`src/rtl/sal_sched_frfcfs_if.sv`:
```
// Request/grant/command bundle between the per-bank controllers, the
// inter-bank scheduler and the command encoder.
interface sal_sched_frfcfs_if #(
    parameter int BK_CNT = 4,
    parameter int RA_W   = 14,
    parameter int CA_W   = 10,
    parameter int ID_W   = 4,
    parameter int LEN_W  = 4
) ();
    localparam int BA_W = $clog2(BK_CNT);

    logic [BK_CNT-1:0]       req_rd;
    logic [BK_CNT-1:0]       req_wr;
    logic [BK_CNT-1:0]       req_pre;
    logic [BK_CNT-1:0]       req_act;
    logic [BK_CNT-1:0]       req_ref;
    logic [BK_CNT*RA_W-1:0]  req_ra;
    logic [BK_CNT*CA_W-1:0]  req_ca;
    logic [BK_CNT*ID_W-1:0]  req_id;
    logic [BK_CNT*LEN_W-1:0] req_len;

    logic [BK_CNT-1:0]       gnt_rd;
    logic [BK_CNT-1:0]       gnt_wr;
    logic [BK_CNT-1:0]       gnt_pre;
    logic [BK_CNT-1:0]       gnt_act;
    logic [BK_CNT-1:0]       gnt_ref;

    logic                    cmd_rd;
    logic                    cmd_wr;
    logic                    cmd_pre;
    logic                    cmd_act;
    logic                    cmd_ref;
    logic [BA_W-1:0]         cmd_ba;
    logic [RA_W-1:0]         cmd_ra;
    logic [CA_W-1:0]         cmd_ca;
    logic [ID_W-1:0]         cmd_id;
    logic [LEN_W-1:0]        cmd_len;

    // bank-controller side: raises requests, receives grants and commands
    modport master (
        output req_rd, req_wr, req_pre, req_act, req_ref,
        output req_ra, req_ca, req_id, req_len,
        input  gnt_rd, gnt_wr, gnt_pre, gnt_act, gnt_ref,
        input  cmd_rd, cmd_wr, cmd_pre, cmd_act, cmd_ref,
        input  cmd_ba, cmd_ra, cmd_ca, cmd_id, cmd_len
    );

    // scheduler side
    modport slave (
        input  req_rd, req_wr, req_pre, req_act, req_ref,
        input  req_ra, req_ca, req_id, req_len,
        output gnt_rd, gnt_wr, gnt_pre, gnt_act, gnt_ref,
        output cmd_rd, cmd_wr, cmd_pre, cmd_act, cmd_ref,
        output cmd_ba, cmd_ra, cmd_ca, cmd_id, cmd_len
    );
endinterface

```
`src/rtl/sal_sched_frfcfs.sv`:
```
// Inter-bank command scheduler: at most one command per cycle, chosen
// combinationally from current requests and registered timing state.
// Priority: starved bank first, then round-robin or column-first scan
// starting at the round-robin pointer. Enforces tRRD, tCCD, tWTR, tRTW
// and the four-activate (tFAW) window.
module sal_sched_frfcfs #(
    parameter int BK_CNT = 4,
    parameter int RA_W   = 14,
    parameter int CA_W   = 10,
    parameter int ID_W   = 4,
    parameter int LEN_W  = 4,
    parameter int T_W    = 6,
    parameter int AGE_W  = 4
) (
    input  logic           i_clk,
    input  logic           i_rst,
    input  logic           i_mode,
    input  logic [T_W-1:0] i_t_rrd_m1,
    input  logic [T_W-1:0] i_t_ccd_m1,
    input  logic [T_W-1:0] i_t_wtr_m1,
    input  logic [T_W-1:0] i_t_rtw_m1,
    input  logic [T_W-1:0] i_t_faw_m1,
    sal_sched_frfcfs_if.slave bus
);
    localparam int               BA_W    = $clog2(BK_CNT);
    localparam logic [AGE_W-1:0] AGE_MAX = '1;

    typedef enum logic [2:0] {
        C_NONE,
        C_RD,
        C_WR,
        C_PRE,
        C_ACT,
        C_REF
    } cand_t;

    logic [T_W-1:0]   r_rrd;
    logic [T_W-1:0]   r_ccd;
    logic [T_W-1:0]   r_wtr;
    logic [T_W-1:0]   r_rtw;
    logic [T_W-1:0]   r_faw [4];
    logic [AGE_W-1:0] r_age [BK_CNT];
    logic [BA_W-1:0]  r_rr_ptr;

    logic             w_rd_ok;
    logic             w_wr_ok;
    logic             w_act_ok;
    logic [2:0]       w_faw_busy;
    logic [1:0]       w_faw_slot;
    cand_t            w_cand [BK_CNT];
    logic             w_gnt_vld;
    logic [BA_W-1:0]  w_sel;
    cand_t            w_sel_cand;

    logic [BK_CNT-1:0] w_gnt_rd;
    logic [BK_CNT-1:0] w_gnt_wr;
    logic [BK_CNT-1:0] w_gnt_pre;
    logic [BK_CNT-1:0] w_gnt_act;
    logic [BK_CNT-1:0] w_gnt_ref;
    logic [BA_W-1:0]   w_cmd_ba;
    logic [RA_W-1:0]   w_cmd_ra;
    logic [CA_W-1:0]   w_cmd_ca;
    logic [ID_W-1:0]   w_cmd_id;
    logic [LEN_W-1:0]  w_cmd_len;

    function automatic logic [T_W-1:0] f_dec(input logic [T_W-1:0] v);
        return (v == '0) ? '0 : v - T_W'(1);
    endfunction

    // Command legality from timing counters; also finds the lowest free tFAW slot
    always_comb begin
        w_faw_busy = '0;
        w_faw_slot = '0;
        for (int s = 3; s >= 0; s--) begin
            if (r_faw[s] != '0) begin
                w_faw_busy = w_faw_busy + 3'd1;
            end else begin
                w_faw_slot = 2'(s);
            end
        end
        w_rd_ok  = (r_ccd == '0) && (r_wtr == '0);
        w_wr_ok  = (r_ccd == '0) && (r_rtw == '0);
        w_act_ok = (r_rrd == '0) && (w_faw_busy < 3'd4);
    end

    // Per-bank candidate: highest-priority legal request RD > WR > PRE > ACT > REF
    always_comb begin
        for (int b = 0; b < BK_CNT; b++) begin
            w_cand[b] = C_NONE;
            if (bus.req_rd[b] && w_rd_ok) begin
                w_cand[b] = C_RD;
            end else if (bus.req_wr[b] && w_wr_ok) begin
                w_cand[b] = C_WR;
            end else if (bus.req_pre[b]) begin
                w_cand[b] = C_PRE;
            end else if (bus.req_act[b] && w_act_ok) begin
                w_cand[b] = C_ACT;
            end else if (bus.req_ref[b]) begin
                w_cand[b] = C_REF;
            end
        end
    end

    // Bank selection: starvation overrides; then mode-dependent scan from rr_ptr
    always_comb begin
        logic            f_st;
        logic            f_any;
        logic            f_col;
        logic            f_row;
        logic [BA_W-1:0] b_st;
        logic [BA_W-1:0] b_any;
        logic [BA_W-1:0] b_col;
        logic [BA_W-1:0] b_row;
        logic [BA_W-1:0] idx;
        f_st  = 1'b0;
        f_any = 1'b0;
        f_col = 1'b0;
        f_row = 1'b0;
        b_st  = '0;
        b_any = '0;
        b_col = '0;
        b_row = '0;
        idx   = '0;
        for (int i = 0; i < BK_CNT; i++) begin
            idx = r_rr_ptr + BA_W'(i);
            if (!f_st && (r_age[idx] == AGE_MAX) && (w_cand[idx] != C_NONE)) begin
                f_st = 1'b1;
                b_st = idx;
            end
            if (!f_any && (w_cand[idx] != C_NONE)) begin
                f_any = 1'b1;
                b_any = idx;
            end
            if (!f_col && ((w_cand[idx] == C_RD) || (w_cand[idx] == C_WR))) begin
                f_col = 1'b1;
                b_col = idx;
            end
            if (!f_row && ((w_cand[idx] == C_PRE) || (w_cand[idx] == C_ACT) ||
                           (w_cand[idx] == C_REF))) begin
                f_row = 1'b1;
                b_row = idx;
            end
        end

        w_gnt_vld = 1'b0;
        w_sel     = '0;
        if (f_st) begin
            w_gnt_vld = 1'b1;
            w_sel     = b_st;
        end else if (!i_mode) begin
            w_gnt_vld = f_any;
            w_sel     = b_any;
        end else if (f_col) begin
            w_gnt_vld = 1'b1;
            w_sel     = b_col;
        end else begin
            w_gnt_vld = f_row;
            w_sel     = b_row;
        end

        // reset blanks every grant and command
        if (i_rst) begin
            w_gnt_vld = 1'b0;
            w_sel     = '0;
        end
        w_sel_cand = w_gnt_vld ? w_cand[w_sel] : C_NONE;
    end

    // Grant vectors and command fields; unused fields are held at zero
    always_comb begin
        w_gnt_rd  = '0;
        w_gnt_wr  = '0;
        w_gnt_pre = '0;
        w_gnt_act = '0;
        w_gnt_ref = '0;
        w_cmd_ba  = '0;
        w_cmd_ra  = '0;
        w_cmd_ca  = '0;
        w_cmd_id  = '0;
        w_cmd_len = '0;
        if (w_gnt_vld) begin
            case (w_sel_cand)
                C_RD:    w_gnt_rd[w_sel]  = 1'b1;
                C_WR:    w_gnt_wr[w_sel]  = 1'b1;
                C_PRE:   w_gnt_pre[w_sel] = 1'b1;
                C_ACT:   w_gnt_act[w_sel] = 1'b1;
                C_REF:   w_gnt_ref[w_sel] = 1'b1;
                default: ;
            endcase
            w_cmd_ba = w_sel;
            w_cmd_ra = bus.req_ra[int'(w_sel)*RA_W +: RA_W];
            w_cmd_ca = bus.req_ca[int'(w_sel)*CA_W +: CA_W];
            if ((w_sel_cand == C_RD) || (w_sel_cand == C_WR)) begin
                w_cmd_id  = bus.req_id[int'(w_sel)*ID_W +: ID_W];
                w_cmd_len = bus.req_len[int'(w_sel)*LEN_W +: LEN_W];
            end
        end
    end

    assign bus.gnt_rd  = w_gnt_rd;
    assign bus.gnt_wr  = w_gnt_wr;
    assign bus.gnt_pre = w_gnt_pre;
    assign bus.gnt_act = w_gnt_act;
    assign bus.gnt_ref = w_gnt_ref;
    assign bus.cmd_rd  = |w_gnt_rd;
    assign bus.cmd_wr  = |w_gnt_wr;
    assign bus.cmd_pre = |w_gnt_pre;
    assign bus.cmd_act = |w_gnt_act;
    assign bus.cmd_ref = |w_gnt_ref;
    assign bus.cmd_ba  = w_cmd_ba;
    assign bus.cmd_ra  = w_cmd_ra;
    assign bus.cmd_ca  = w_cmd_ca;
    assign bus.cmd_id  = w_cmd_id;
    assign bus.cmd_len = w_cmd_len;

    // Inter-command timers: load on the issuing grant, otherwise count down to 0
    always_ff @(posedge i_clk) begin
        if (i_rst) begin
            r_rrd <= '0;
            r_ccd <= '0;
            r_wtr <= '0;
            r_rtw <= '0;
        end else begin
            r_rrd <= (w_sel_cand == C_ACT) ? i_t_rrd_m1 : f_dec(r_rrd);
            r_ccd <= ((w_sel_cand == C_RD) || (w_sel_cand == C_WR)) ? i_t_ccd_m1 : f_dec(r_ccd);
            r_wtr <= (w_sel_cand == C_WR) ? i_t_wtr_m1 : f_dec(r_wtr);
            r_rtw <= (w_sel_cand == C_RD) ? i_t_rtw_m1 : f_dec(r_rtw);
        end
    end

    // tFAW window: an ACT claims the lowest idle slot, all other slots count down
    always_ff @(posedge i_clk) begin
        if (i_rst) begin
            for (int s = 0; s < 4; s++) begin
                r_faw[s] <= '0;
            end
        end else begin
            for (int s = 0; s < 4; s++) begin
                if ((w_sel_cand == C_ACT) && (2'(s) == w_faw_slot)) begin
                    r_faw[s] <= i_t_faw_m1;
                end else begin
                    r_faw[s] <= f_dec(r_faw[s]);
                end
            end
        end
    end

    // Starvation age: grows while a bank waits, clears on grant or when idle
    always_ff @(posedge i_clk) begin
        if (i_rst) begin
            for (int b = 0; b < BK_CNT; b++) begin
                r_age[b] <= '0;
            end
        end else begin
            for (int b = 0; b < BK_CNT; b++) begin
                if (!(bus.req_rd[b] | bus.req_wr[b] | bus.req_pre[b] |
                      bus.req_act[b] | bus.req_ref[b]) ||
                    (w_gnt_vld && (w_sel == BA_W'(b)))) begin
                    r_age[b] <= '0;
                end else if (r_age[b] != AGE_MAX) begin
                    r_age[b] <= r_age[b] + AGE_W'(1);
                end
            end
        end
    end

    // Round-robin pointer moves just past the granted bank
    always_ff @(posedge i_clk) begin
        if (i_rst) begin
            r_rr_ptr <= '0;
        end else if (w_gnt_vld) begin
            r_rr_ptr <= w_sel + BA_W'(1);
        end
    end
endmodule

```
`src/flat_wrapper.sv`:
```
// flat-port wrapper written by rule: the top's interface ports become plain ports
module sal_sched_frfcfs_flat 
#(
    parameter int BK_CNT = 4,
    parameter int RA_W   = 14,
    parameter int CA_W   = 10,
    parameter int ID_W   = 4,
    parameter int LEN_W  = 4,
    parameter int T_W    = 6,
    parameter int AGE_W  = 4
)
  (i_clk, i_rst, i_mode, i_t_rrd_m1, i_t_ccd_m1, i_t_wtr_m1, i_t_rtw_m1, i_t_faw_m1, bus_req_rd, bus_req_wr, bus_req_pre, bus_req_act, bus_req_ref, bus_req_ra, bus_req_ca, bus_req_id, bus_req_len, bus_gnt_rd, bus_gnt_wr, bus_gnt_pre, bus_gnt_act, bus_gnt_ref, bus_cmd_rd, bus_cmd_wr, bus_cmd_pre, bus_cmd_act, bus_cmd_ref, bus_cmd_ba, bus_cmd_ra, bus_cmd_ca, bus_cmd_id, bus_cmd_len);
  sal_sched_frfcfs_if #(.BK_CNT(BK_CNT), .RA_W(RA_W), .CA_W(CA_W), .ID_W(ID_W), .LEN_W(LEN_W)) bus_i ();
  input  logic i_clk;
  input  logic i_rst;
  input  logic i_mode;
  input  logic [T_W-1:0] i_t_rrd_m1;
  input  logic [T_W-1:0] i_t_ccd_m1;
  input  logic [T_W-1:0] i_t_wtr_m1;
  input  logic [T_W-1:0] i_t_rtw_m1;
  input  logic [T_W-1:0] i_t_faw_m1;
  input wire logic [$bits(bus_i.req_rd)-1:0] bus_req_rd;
  input wire logic [$bits(bus_i.req_wr)-1:0] bus_req_wr;
  input wire logic [$bits(bus_i.req_pre)-1:0] bus_req_pre;
  input wire logic [$bits(bus_i.req_act)-1:0] bus_req_act;
  input wire logic [$bits(bus_i.req_ref)-1:0] bus_req_ref;
  input wire logic [$bits(bus_i.req_ra)-1:0] bus_req_ra;
  input wire logic [$bits(bus_i.req_ca)-1:0] bus_req_ca;
  input wire logic [$bits(bus_i.req_id)-1:0] bus_req_id;
  input wire logic [$bits(bus_i.req_len)-1:0] bus_req_len;
  output wire logic [$bits(bus_i.gnt_rd)-1:0] bus_gnt_rd;
  output wire logic [$bits(bus_i.gnt_wr)-1:0] bus_gnt_wr;
  output wire logic [$bits(bus_i.gnt_pre)-1:0] bus_gnt_pre;
  output wire logic [$bits(bus_i.gnt_act)-1:0] bus_gnt_act;
  output wire logic [$bits(bus_i.gnt_ref)-1:0] bus_gnt_ref;
  output wire logic [$bits(bus_i.cmd_rd)-1:0] bus_cmd_rd;
  output wire logic [$bits(bus_i.cmd_wr)-1:0] bus_cmd_wr;
  output wire logic [$bits(bus_i.cmd_pre)-1:0] bus_cmd_pre;
  output wire logic [$bits(bus_i.cmd_act)-1:0] bus_cmd_act;
  output wire logic [$bits(bus_i.cmd_ref)-1:0] bus_cmd_ref;
  output wire logic [$bits(bus_i.cmd_ba)-1:0] bus_cmd_ba;
  output wire logic [$bits(bus_i.cmd_ra)-1:0] bus_cmd_ra;
  output wire logic [$bits(bus_i.cmd_ca)-1:0] bus_cmd_ca;
  output wire logic [$bits(bus_i.cmd_id)-1:0] bus_cmd_id;
  output wire logic [$bits(bus_i.cmd_len)-1:0] bus_cmd_len;
  assign bus_i.req_rd = bus_req_rd;
  assign bus_i.req_wr = bus_req_wr;
  assign bus_i.req_pre = bus_req_pre;
  assign bus_i.req_act = bus_req_act;
  assign bus_i.req_ref = bus_req_ref;
  assign bus_i.req_ra = bus_req_ra;
  assign bus_i.req_ca = bus_req_ca;
  assign bus_i.req_id = bus_req_id;
  assign bus_i.req_len = bus_req_len;
  assign bus_gnt_rd = bus_i.gnt_rd;
  assign bus_gnt_wr = bus_i.gnt_wr;
  assign bus_gnt_pre = bus_i.gnt_pre;
  assign bus_gnt_act = bus_i.gnt_act;
  assign bus_gnt_ref = bus_i.gnt_ref;
  assign bus_cmd_rd = bus_i.cmd_rd;
  assign bus_cmd_wr = bus_i.cmd_wr;
  assign bus_cmd_pre = bus_i.cmd_pre;
  assign bus_cmd_act = bus_i.cmd_act;
  assign bus_cmd_ref = bus_i.cmd_ref;
  assign bus_cmd_ba = bus_i.cmd_ba;
  assign bus_cmd_ra = bus_i.cmd_ra;
  assign bus_cmd_ca = bus_i.cmd_ca;
  assign bus_cmd_id = bus_i.cmd_id;
  assign bus_cmd_len = bus_i.cmd_len;
  sal_sched_frfcfs #(.BK_CNT(BK_CNT), .RA_W(RA_W), .CA_W(CA_W), .ID_W(ID_W), .LEN_W(LEN_W), .T_W(T_W), .AGE_W(AGE_W)) u_core (.i_clk(i_clk), .i_rst(i_rst), .i_mode(i_mode), .i_t_rrd_m1(i_t_rrd_m1), .i_t_ccd_m1(i_t_ccd_m1), .i_t_wtr_m1(i_t_wtr_m1), .i_t_rtw_m1(i_t_rtw_m1), .i_t_faw_m1(i_t_faw_m1), .bus(bus_i));
endmodule
```
`config.mk`:
```
export PLATFORM = sky130hd
export DESIGN_NAME = sal_sched_frfcfs_flat
export DESIGN_NICKNAME = d
export VERILOG_FILES = /design/src/rtl/sal_sched_frfcfs_if.sv /design/src/rtl/sal_sched_frfcfs.sv /design/src/flat_wrapper.sv
export SDC_FILE = /design/constraint.sdc
export NUM_CORES = 1
export LEC_CHECK = 0
export ABC_AREA = 1
export ABC_CLOCK_PERIOD_IN_PS = 5900
export CAP_MARGIN = 20
export CORE_MARGIN = 2
export CORE_UTILIZATION = 45
export CTS_CLUSTER_DIAMETER = 30
export DETAILED_ROUTE_END_ITERATION = 6
export PLACE_DENSITY = 0.79
export SYNTH_ARGS = -nofsm -noshare
export SYNTH_HDL_FRONTEND = slang
export SYNTH_SLANG_ARGS = --single-unit
```
`constraint.sdc`:
```
create_clock -name i_clk -period 5.9 [get_ports i_clk]
set_input_delay 0.59 -clock i_clk [delete_from_list [all_inputs] [get_ports i_clk]]
set_output_delay 0.59 -clock i_clk [all_outputs]
set_load 0.02 [all_outputs]
```
==> qor_table.md, run 1 <==
| Quantity | Value |
|:---|:---|
| Final setup violating endpoints | 0 |
| Static power due to leakage | 5.58 nW |
| Post-Syn Instances | 1,166 |
| Worst path buffer plus inverter count | 4 |
| Sequential share of the synthesized area | 0.245 |
| Relative area change from synthesis to final layout | 44.6% |
| Met3 usage | 0.0697 |
| Net switching fraction of the power | 0.520 |
| Register cell area after layout | 1760 um2 |
| Max stage delay on crit path | 610 ps |
| Worst path arrival time | 4940 ps |
| Relative contribution of the clock network to total power | 0.130 |
| Int Pwr | 0.00209 W |
| Total die area | 17,000 um2 |
| Crit Path Class | reg2out |
| Portion of total power attributed to combinational logic | 0.705 |
| Final design utilization | 0.661 |
| Worst-case clock buffer depth | 2 |
| Endpoint type of the worst setup path | primary output |
| Core Footprint | 15,700 um2 |
| Portion of synthesized cell area occupied by the leading cell type | 0.177 |
| Largest fanout on the critical path | 12 |
| First-pass DRT Iterations | 5 |
| Clock tree sinks | 68 |
| Met2 routing resource usage after global routing | 0.479 |
| Total count of max-transition violations in the final report | 0 |
| Global routing met1 resource utilization | 0.346 |
| Number of ports placed on the die boundary | 240 |
| Remaining max-slew budget at the tightest pin | 0.501 |
| Total power per unit cell area | 420 nW/um2 |
| RSZ-0062 raised after global routing | false |
| Hold bufs inserted after CTS | 0 |
| Number of DRC violations after detailed-routing iteration 0 | 689 |
| Final TNS setup | 0 ps |
| Global-route wire length before repair | 37,900 um |
| Grt peak-use layer | met2 |
| Fraction of final layout cells sized beyond drive strength 1 | 0.112 |
| Upper clock frequency limit | 0.181 GHz |
| Leading post-synthesis cells by cell area | nand2_1 (18%), edfxtp_1 (17%), nand3_1 (11%) |
| Die span in y | 130 um |
| Worst path most repeated cell | nand2_1 |
| Flop and latch count out of synthesis | 68 |
| Die W | 130 um |
| IO Port Bufs | 239 |
| Netlist cell types | 50 |
| DRC violations left | 0 |
| EDFF count, synth | 40 |
| GRT Resource Usage Total | 0.283 |
| Sequential cell fraction of total power | 0.165 |
| Max-cap violation count | 0 |
| Weighted congestion reported at the end of routability-driven placement | 0.921 |
| Antenna violations before repair | 0 |
| # diodes | 0 |
| Share of synthesized flip-flops with an asynchronous set or reset | 0 |
| Area of combinational cells with multiple inputs | 4840 um2 |
| Htree depth | 3 |
| Maximum clock skew at final layout | 8.73 ps |
| Critical path data required time | 5310 ps |
| Family with the most delay on the worst path | simple AND/OR/NAND/NOR gates |
| Post-layout power | 0.00436 W |
| Clock latency on the worst-skew pair | 350 ps |
| Yosys warning total | 0 |
| Worst-path cell with the longest stage delay | clkdlybuf4s50_1 |
| Total wirelength of the detailed-routed design | 24,700 um |
| Overflow left after global routing | 0 |
| Avg Synthesized Cell Area | 6.16 um2 |
| Via count normalized by instance count | 5.27 |
| HPWL after detailed placement | 19,400 um |
| Number of clock buffers inserted by TritonCTS | 9 |
| # rows | 46 |
| Clk root buf | clkbuf_16 |
| Routed via count | 8,628 |
| Final critical-path required period | 5530 ps |
| Worst Tran Pin Value | 743 ps |
| Vias in the first global route | 7,861 |
| Result of the run | finished, final reports clean |
| Syn Std Cell Area | 7180 um2 |
| Share of the clock period used by the worst path | 0.936 |
| Clock-pin slew reported for the worst setup and hold paths after clock tree synthesis | 60 ps |
| Maximum number of pins on one net before global-route repair | 66 |
| Switching power | 0.00227 W |
| Max rail drop VDD | 0.222 mV |
| Filler cells | 1,430 |
| CTS tree | built |
| Initial cell density of the core | 0.457 |
| Hold Path Class | reg2reg |
| Final net count | 1,615 |
| Most frequently used flop master after synthesis | edfxtp_1 |
| Endpoints failing hold | 0 |
| Routed len/inst | 15.1 um |
| Antenna violation net count after detailed routing | 0 |
| Category of the worst setup path launch point | flop |
| Library cell occupying the most area in the post-synthesis netlist | nand2_1 |
## metrics by stage
step | hold WS (ps) | instances | setup WS (ps) | cell area [um2]
floorplan | 493 | 1189 | 1280 | 7270
global placement | 514 | 1619 | 620 | 9870
detailed placement | 527 | 1619 | 482 | 9870
CTS | 535 | 1635 | 81.6 | 10200
global route | 582 | 1637 | 21.7 | 10400
finish | 538 | 1637 | 375 | 10400
## registers in the layout, summed over array words and instances, names as in the netlist, named ones only
name and cells:
u_core.r_rrd 6, u_core.r_faw 24, u_core.r_rr_ptr 2, u_core.r_wtr 6, u_core.r_age 16, u_core.r_rtw 6, u_core.r_ccd 6
## cells in the mapped netlist (11+ instances only)
cell / instances
inv_1: 100
edfxtp_1: 40
inv_2: 30
dfxtp_1: 28
nand2_2: 22
a31oi_1: 26
nand2_4: 12
clkbuf_1: 23
nor2_1: 122
nand3_1: 162
o21ai_0: 36
o21ai_1: 21
nand2_1: 339
nand3_2: 13
nor2_2: 14
nand4_1: 23
or2_2: 11
ha_1: 18
a21oi_1: 37
buf_2: 13
## routing by layer
metal	part of all wire	vias up	wire, um
li1	-	4339	-
met1	0.41	3878	10200
met2	0.47	351	11600
met3	0.080	60	1970
met4	0.037	0	924
met5	0	-	0
## final timing paths
path                                         start            endpoint  slack, ps  cells after the start
worst max-delay path            u_core.r_faw[3][1]      bus_gnt_act[2]        370                     30
worst min-delay path               u_core.r_rrd[0]     u_core.r_rrd[0]        540                      3
worst max register to register  u_core.r_faw[3][1]  u_core.r_age[3][0]       1280                     30
worst min register to register     u_core.r_rrd[0]     u_core.r_rrd[0]        540                      3
## area by class of cell
type / instances / area share
tap: 216 / 0.0260
clock inverter: 6 / 0.00591
inverter: 135 / 0.0489
multi-input combinational: 947 / 0.466
timing repair buffer: 255 / 0.259
clock buffer: 10 / 0.0241
sequential: 68 / 0.170
## kinds of logic after synthesis
group | share of synthesized area
xor+xnor | 0.0122
simple gates | 0.488
other cells | 0.000522
compound gates | 0.126
fa+ha+maj | 0.0314
flops | 0.245
buf+inv | 0.0965
## power by group through the flow
stage / logic, W / clock network [W] / registers [W]
3_5_place_dp: 0.00301 / 0 / 0.000726
5_1_grt: 0.00339 / 0.000592 / 0.000731
4_1_cts: 0.00304 / 0.000568 / 0.000717
3_3_place_gp: 0.00297 / 0 / 0.000723
6_report: 0.00307 / 0.000568 / 0.000718
2_1_floorplan: 0.00214 / 0 / 0.000697
## placed cells by master, fill, tap and decap left out, types with 24 or more instances in the layout
| cell type | instances |
|---|---|
| conb_1 | 24 |
| edfxtp_1 | 40 |
| dlymetal6s2s_1 | 53 |
| nor2_1 | 121 |
| nand2_1 | 338 |
| o21ai_0 | 36 |
| inv_2 | 31 |
| a21oi_1 | 36 |
| dfxtp_1 | 28 |
| a31oi_1 | 26 |
| nand3_1 | 161 |
| inv_1 | 99 |
| clkdlybuf4s50_1 | 186 |
## tightest hold or removal path: stages (launching register included)
cell and delay (ps):
dfxtp_1 310, inv_1 60, nand2_1 60, a21oi_1 60
## what timing repair did
action                     in CTS  in global routing
setup endpoints to repair       0                 57
setup buffers                   0                  1
hold endpoints to repair        0                  0
gates resized for setup         0                 60
Power figures use the tool's default switching activity.
==> run 2, diff against run 1 <==
--- a/config.mk
+++ b/config.mk
@@ -8,6 +8,7 @@
 export ABC_AREA = 1
 export ABC_CLOCK_PERIOD_IN_PS = 5900
 export CAP_MARGIN = 20
+export CORE_ASPECT_RATIO = 1.2
 export CORE_MARGIN = 2
 export CORE_UTILIZATION = 45
 export CTS_CLUSTER_DIAMETER = 30
==> qor_table.md, run 2 (synthesis results as in run 1) <==
| Quantity | Value | Delta |
|:---|:---|:---|
| Worst Tran Pin Value | 644 ps | was 743 ps |
| Routed len/inst | 14.9 um | was 15.1 um |
| Switching power | 0.00223 W | was 0.00227 W |
| Clk root buf | clkbuf_16 | unchanged |
| Biggest regs | u_core.r_faw x24, u_core.r_age x16 | unchanged |
| Max reg flops | 24 | unchanged |
| Sequential cell fraction of total power | 0.166 | was 0.165 |
| Clock tree sinks | 68 | unchanged |
| Fraction of final layout cells sized beyond drive strength 1 | 0.109 | was 0.112 |
| Global-route wire length before repair | 38,300 um | was 37,900 um |
| Static power due to leakage | 5.58 nW | about the same |
| R2R cell count | 27 | was 30 |
| Placed inst area | 9830 um2 | was 9870 um2 |
| Hold Path Class | reg2reg | unchanged |
| Max stage delay on crit path | 350 ps | was 610 ps |
| Clock latency on the worst-skew pair | 330 ps | was 350 ps |
| Worst path most repeated cell | nand2_1 | unchanged |
| Share of the clock period used by the worst path | 0.924 | was 0.936 |
| Worst-path cell with the longest stage delay | edfxtp_1 | was clkdlybuf4s50_1 |
| Number of ports placed on the die boundary | 240 | unchanged |
| Via count normalized by instance count | 5.31 | was 5.27 |
| Result of the run | finished, final reports clean | unchanged |
| # diodes | 0 | unchanged |
| Termination of the worst setup path | bus_cmd_len[0] | was bus_gnt_act[2] |
| Largest fanout on the critical path | 21 | was 12 |
| Most frequent standard cell in the layout excluding fill and tap cells | nand2_1 | unchanged |
| Weighted congestion reported at the end of routability-driven placement | 0.963 | was 0.921 |
| Total count of max-transition violations in the final report | 0 | unchanged |
| Int Pwr | 0.00210 W | was 0.00209 W |
| # rows | 50 | was 46 |
| Initial cell density of the core | 0.459 | was 0.457 |
| GRT Resource Usage Total | 0.278 | was 0.283 |
| Final net count | 1,611 | was 1,615 |
| Antenna violation net count after detailed routing | 0 | unchanged |
| Vias in the first global route | 8,237 | was 7,861 |
| Category of the worst setup path launch point | flop | unchanged |
| Remaining max-slew budget at the tightest pin | 0.567 | was 0.501 |
| Highest-count cells in the layout ignoring fill and taps | nand2_1 (338), clkdlybuf4s50_1 (182), nand3_1 (161) | was nand2_1 (338), clkdlybuf4s50_1 (186), nand3_1 (161) |
| Endpoints failing hold | 0 | unchanged |
| Die span in y | 142 um | was 130 um |
| Critical path data required time | 5310 ps | about the same |
| Routed via count | 8,628 | unchanged |
| Number of DRC violations after detailed-routing iteration 0 | 626 | was 689 |
| Destination of the worst register-to-register timing path | u_core.r_age[0][1] | was u_core.r_age[3][0] |
| Crit Path Class | reg2out | unchanged |
| Net switching fraction of the power | 0.516 | was 0.520 |
| Worst path arrival time | 4860 ps | was 4940 ps |
| Total wirelength of the detailed-routed design | 24,200 um | was 24,700 um |
| RSZ-0062 raised after global routing | false | unchanged |
| Core Footprint | 15,600 um2 | was 15,700 um2 |
| DRC violations left | 0 | unchanged |
| Htree depth | 3 | unchanged |
| Clock-pin slew reported for the worst setup and hold paths after clock tree synthesis | 60 ps | about the same |
| First-pass DRT Iterations | 5 | unchanged |
| Family with the most delay on the worst path | simple AND/OR/NAND/NOR gates | unchanged |
| Total power per unit cell area | 419 nW/um2 | was 420 nW/um2 |
| Maximum number of pins on one net before global-route repair | 65 | was 66 |
| Final setup violating endpoints | 0 | unchanged |
| Final Cell Area | 10,300 um2 | was 10,400 um2 |
| IO Port Bufs | 239 | unchanged |
| Max rail drop VDD | 0.200 mV | was 0.222 mV |
| Relative area change from synthesis to final layout | 43.9% | was 44.6% |
| Portion of total power attributed to combinational logic | 0.699 | was 0.705 |
| Top register by number of flip-flops | u_core.r_faw | unchanged |
| Number of clock buffers inserted by TritonCTS | 9 | unchanged |
| Overflow left after global routing | 0 | unchanged |
| Start point of the critical path | u_core.r_faw[2][0] | was u_core.r_faw[3][1] |
| Final critical-path required period | 5450 ps | was 5530 ps |
| Antenna violations before repair | 0 | unchanged |
| Filler cells | 1,443 | was 1,430 |
| Relative contribution of the clock network to total power | 0.135 | was 0.130 |
| Endpoint type of the worst setup path | primary output | unchanged |
| Upper clock frequency limit | 0.183 GHz | was 0.181 GHz |
| Path length in cells of the critical path | 33 | was 30 |
| Worst path buffer plus inverter count | 8 | was 4 |
| Worst-case clock buffer depth | 2 | unchanged |
| CTS tree | built | unchanged |
| Register-to-Register Setup Slack | 1210 ps | was 1280 ps |
| Die W | 119 um | was 130 um |
| Maximum clock skew at final layout | 6.96 ps | was 8.73 ps |
| HPWL after detailed placement | 18,800 um | was 19,400 um |
| Total die area | 17,000 um2 | about the same |
| Max-cap violation count | 0 | unchanged |
| Final TNS setup | 0 ps | unchanged |
| Worst flop-to-flop path startpoint | u_core.r_faw[2][0] | was u_core.r_faw[3][1] |
[run 2: worst min-delay path by stage]
stage / cells past startpoint / to / slack (ps) / startpoint
after global placement: 3 / u_core.r_rrd[0] / 510 / u_core.r_rrd[0]
after CTS: 3 / u_core.r_rrd[0] / 530 / u_core.r_rrd[0]
final: 3 / u_core.r_rrd[0] / 530 / u_core.r_rrd[0]
after detailed placement: 3 / u_core.r_rrd[0] / 520 / u_core.r_rrd[0]
after floorplan: 3 / u_core.r_rrd[0] / 490 / u_core.r_rrd[0]
after global routing: 3 / u_core.r_rrd[0] / 580 / u_core.r_rrd[0]
[run 2: layer usage]
layer / vias to the layer above / GRT usage / routed length [um]
met5: - / 0 / 0
met4: 0 / 0.137 / 1030
met3: 67 / 0.0581 / 1660
met2: 347 / 0.494 / 12100
met1: 3881 / 0.316 / 9470
li1: 4333 / - / -
[run 2: metrics by stage]
stage          total power, W  hold slack [ps]  setup slack (ps)  cells  utilization
2_1_floorplan         0.00284              493              1280   1189            -
3_3_place_gp          0.00368              513               513   1607        0.629
3_5_place_dp          0.00372              520               326   1607        0.629
4_1_cts               0.00432              530              29.3   1623        0.650
5_1_grt               0.00472              576              6.81   1625        0.661
6_report              0.00433              526               447   1625        0.661
[run 2: cell type report]
cell class                 instances  area (um2)  share of cell area
clock inverter                     6        87.6             0.00848
clock buffer                      10         239              0.0231
tap                              208         260              0.0252
multi-input combinational        947        4830               0.468
inverter                         135         508              0.0492
timing repair buffer             251        2650               0.256
sequential                        68        1760               0.171
[run 2: worst reg2reg max path: cells and delay by family, from the launching register on]
| kind | cells | cell delay, ps |
|---|---|---|
| and+or+nand+nor | 19 | 2780 |
| DFF | 1 | 350 |
| AOI/OAI and AO/OA | 2 | 200 |
| buffers and inverters | 3 | 320 |
| adders and majority gates | 3 | 790 |
[run 2: power by group through the flow]
stage / combinational (W) / clock [W] / sequential [W]
after floorplan: 0.00214 / 0 / 0.000697
after global placement: 0.00295 / 0 / 0.000725
after detailed placement: 0.00299 / 0 / 0.000727
after CTS: 0.00302 / 0.000588 / 0.000719
after global routing: 0.00338 / 0.000609 / 0.000735
final: 0.00303 / 0.000586 / 0.000720
[run 2: what timing repair did]
| item | in CTS | in global routing |
|---|---|---|
| gates cloned | 0 | 1 |
| setup buffers | 0 | 1 |
| pin swaps | 0 | 1 |
| resized for setup | 1 | 63 |
| endpoints found under the setup margin | 8 | 57 |
| hold buffers | 0 | 0 |
| hold endpoints to repair | 0 | 0 |
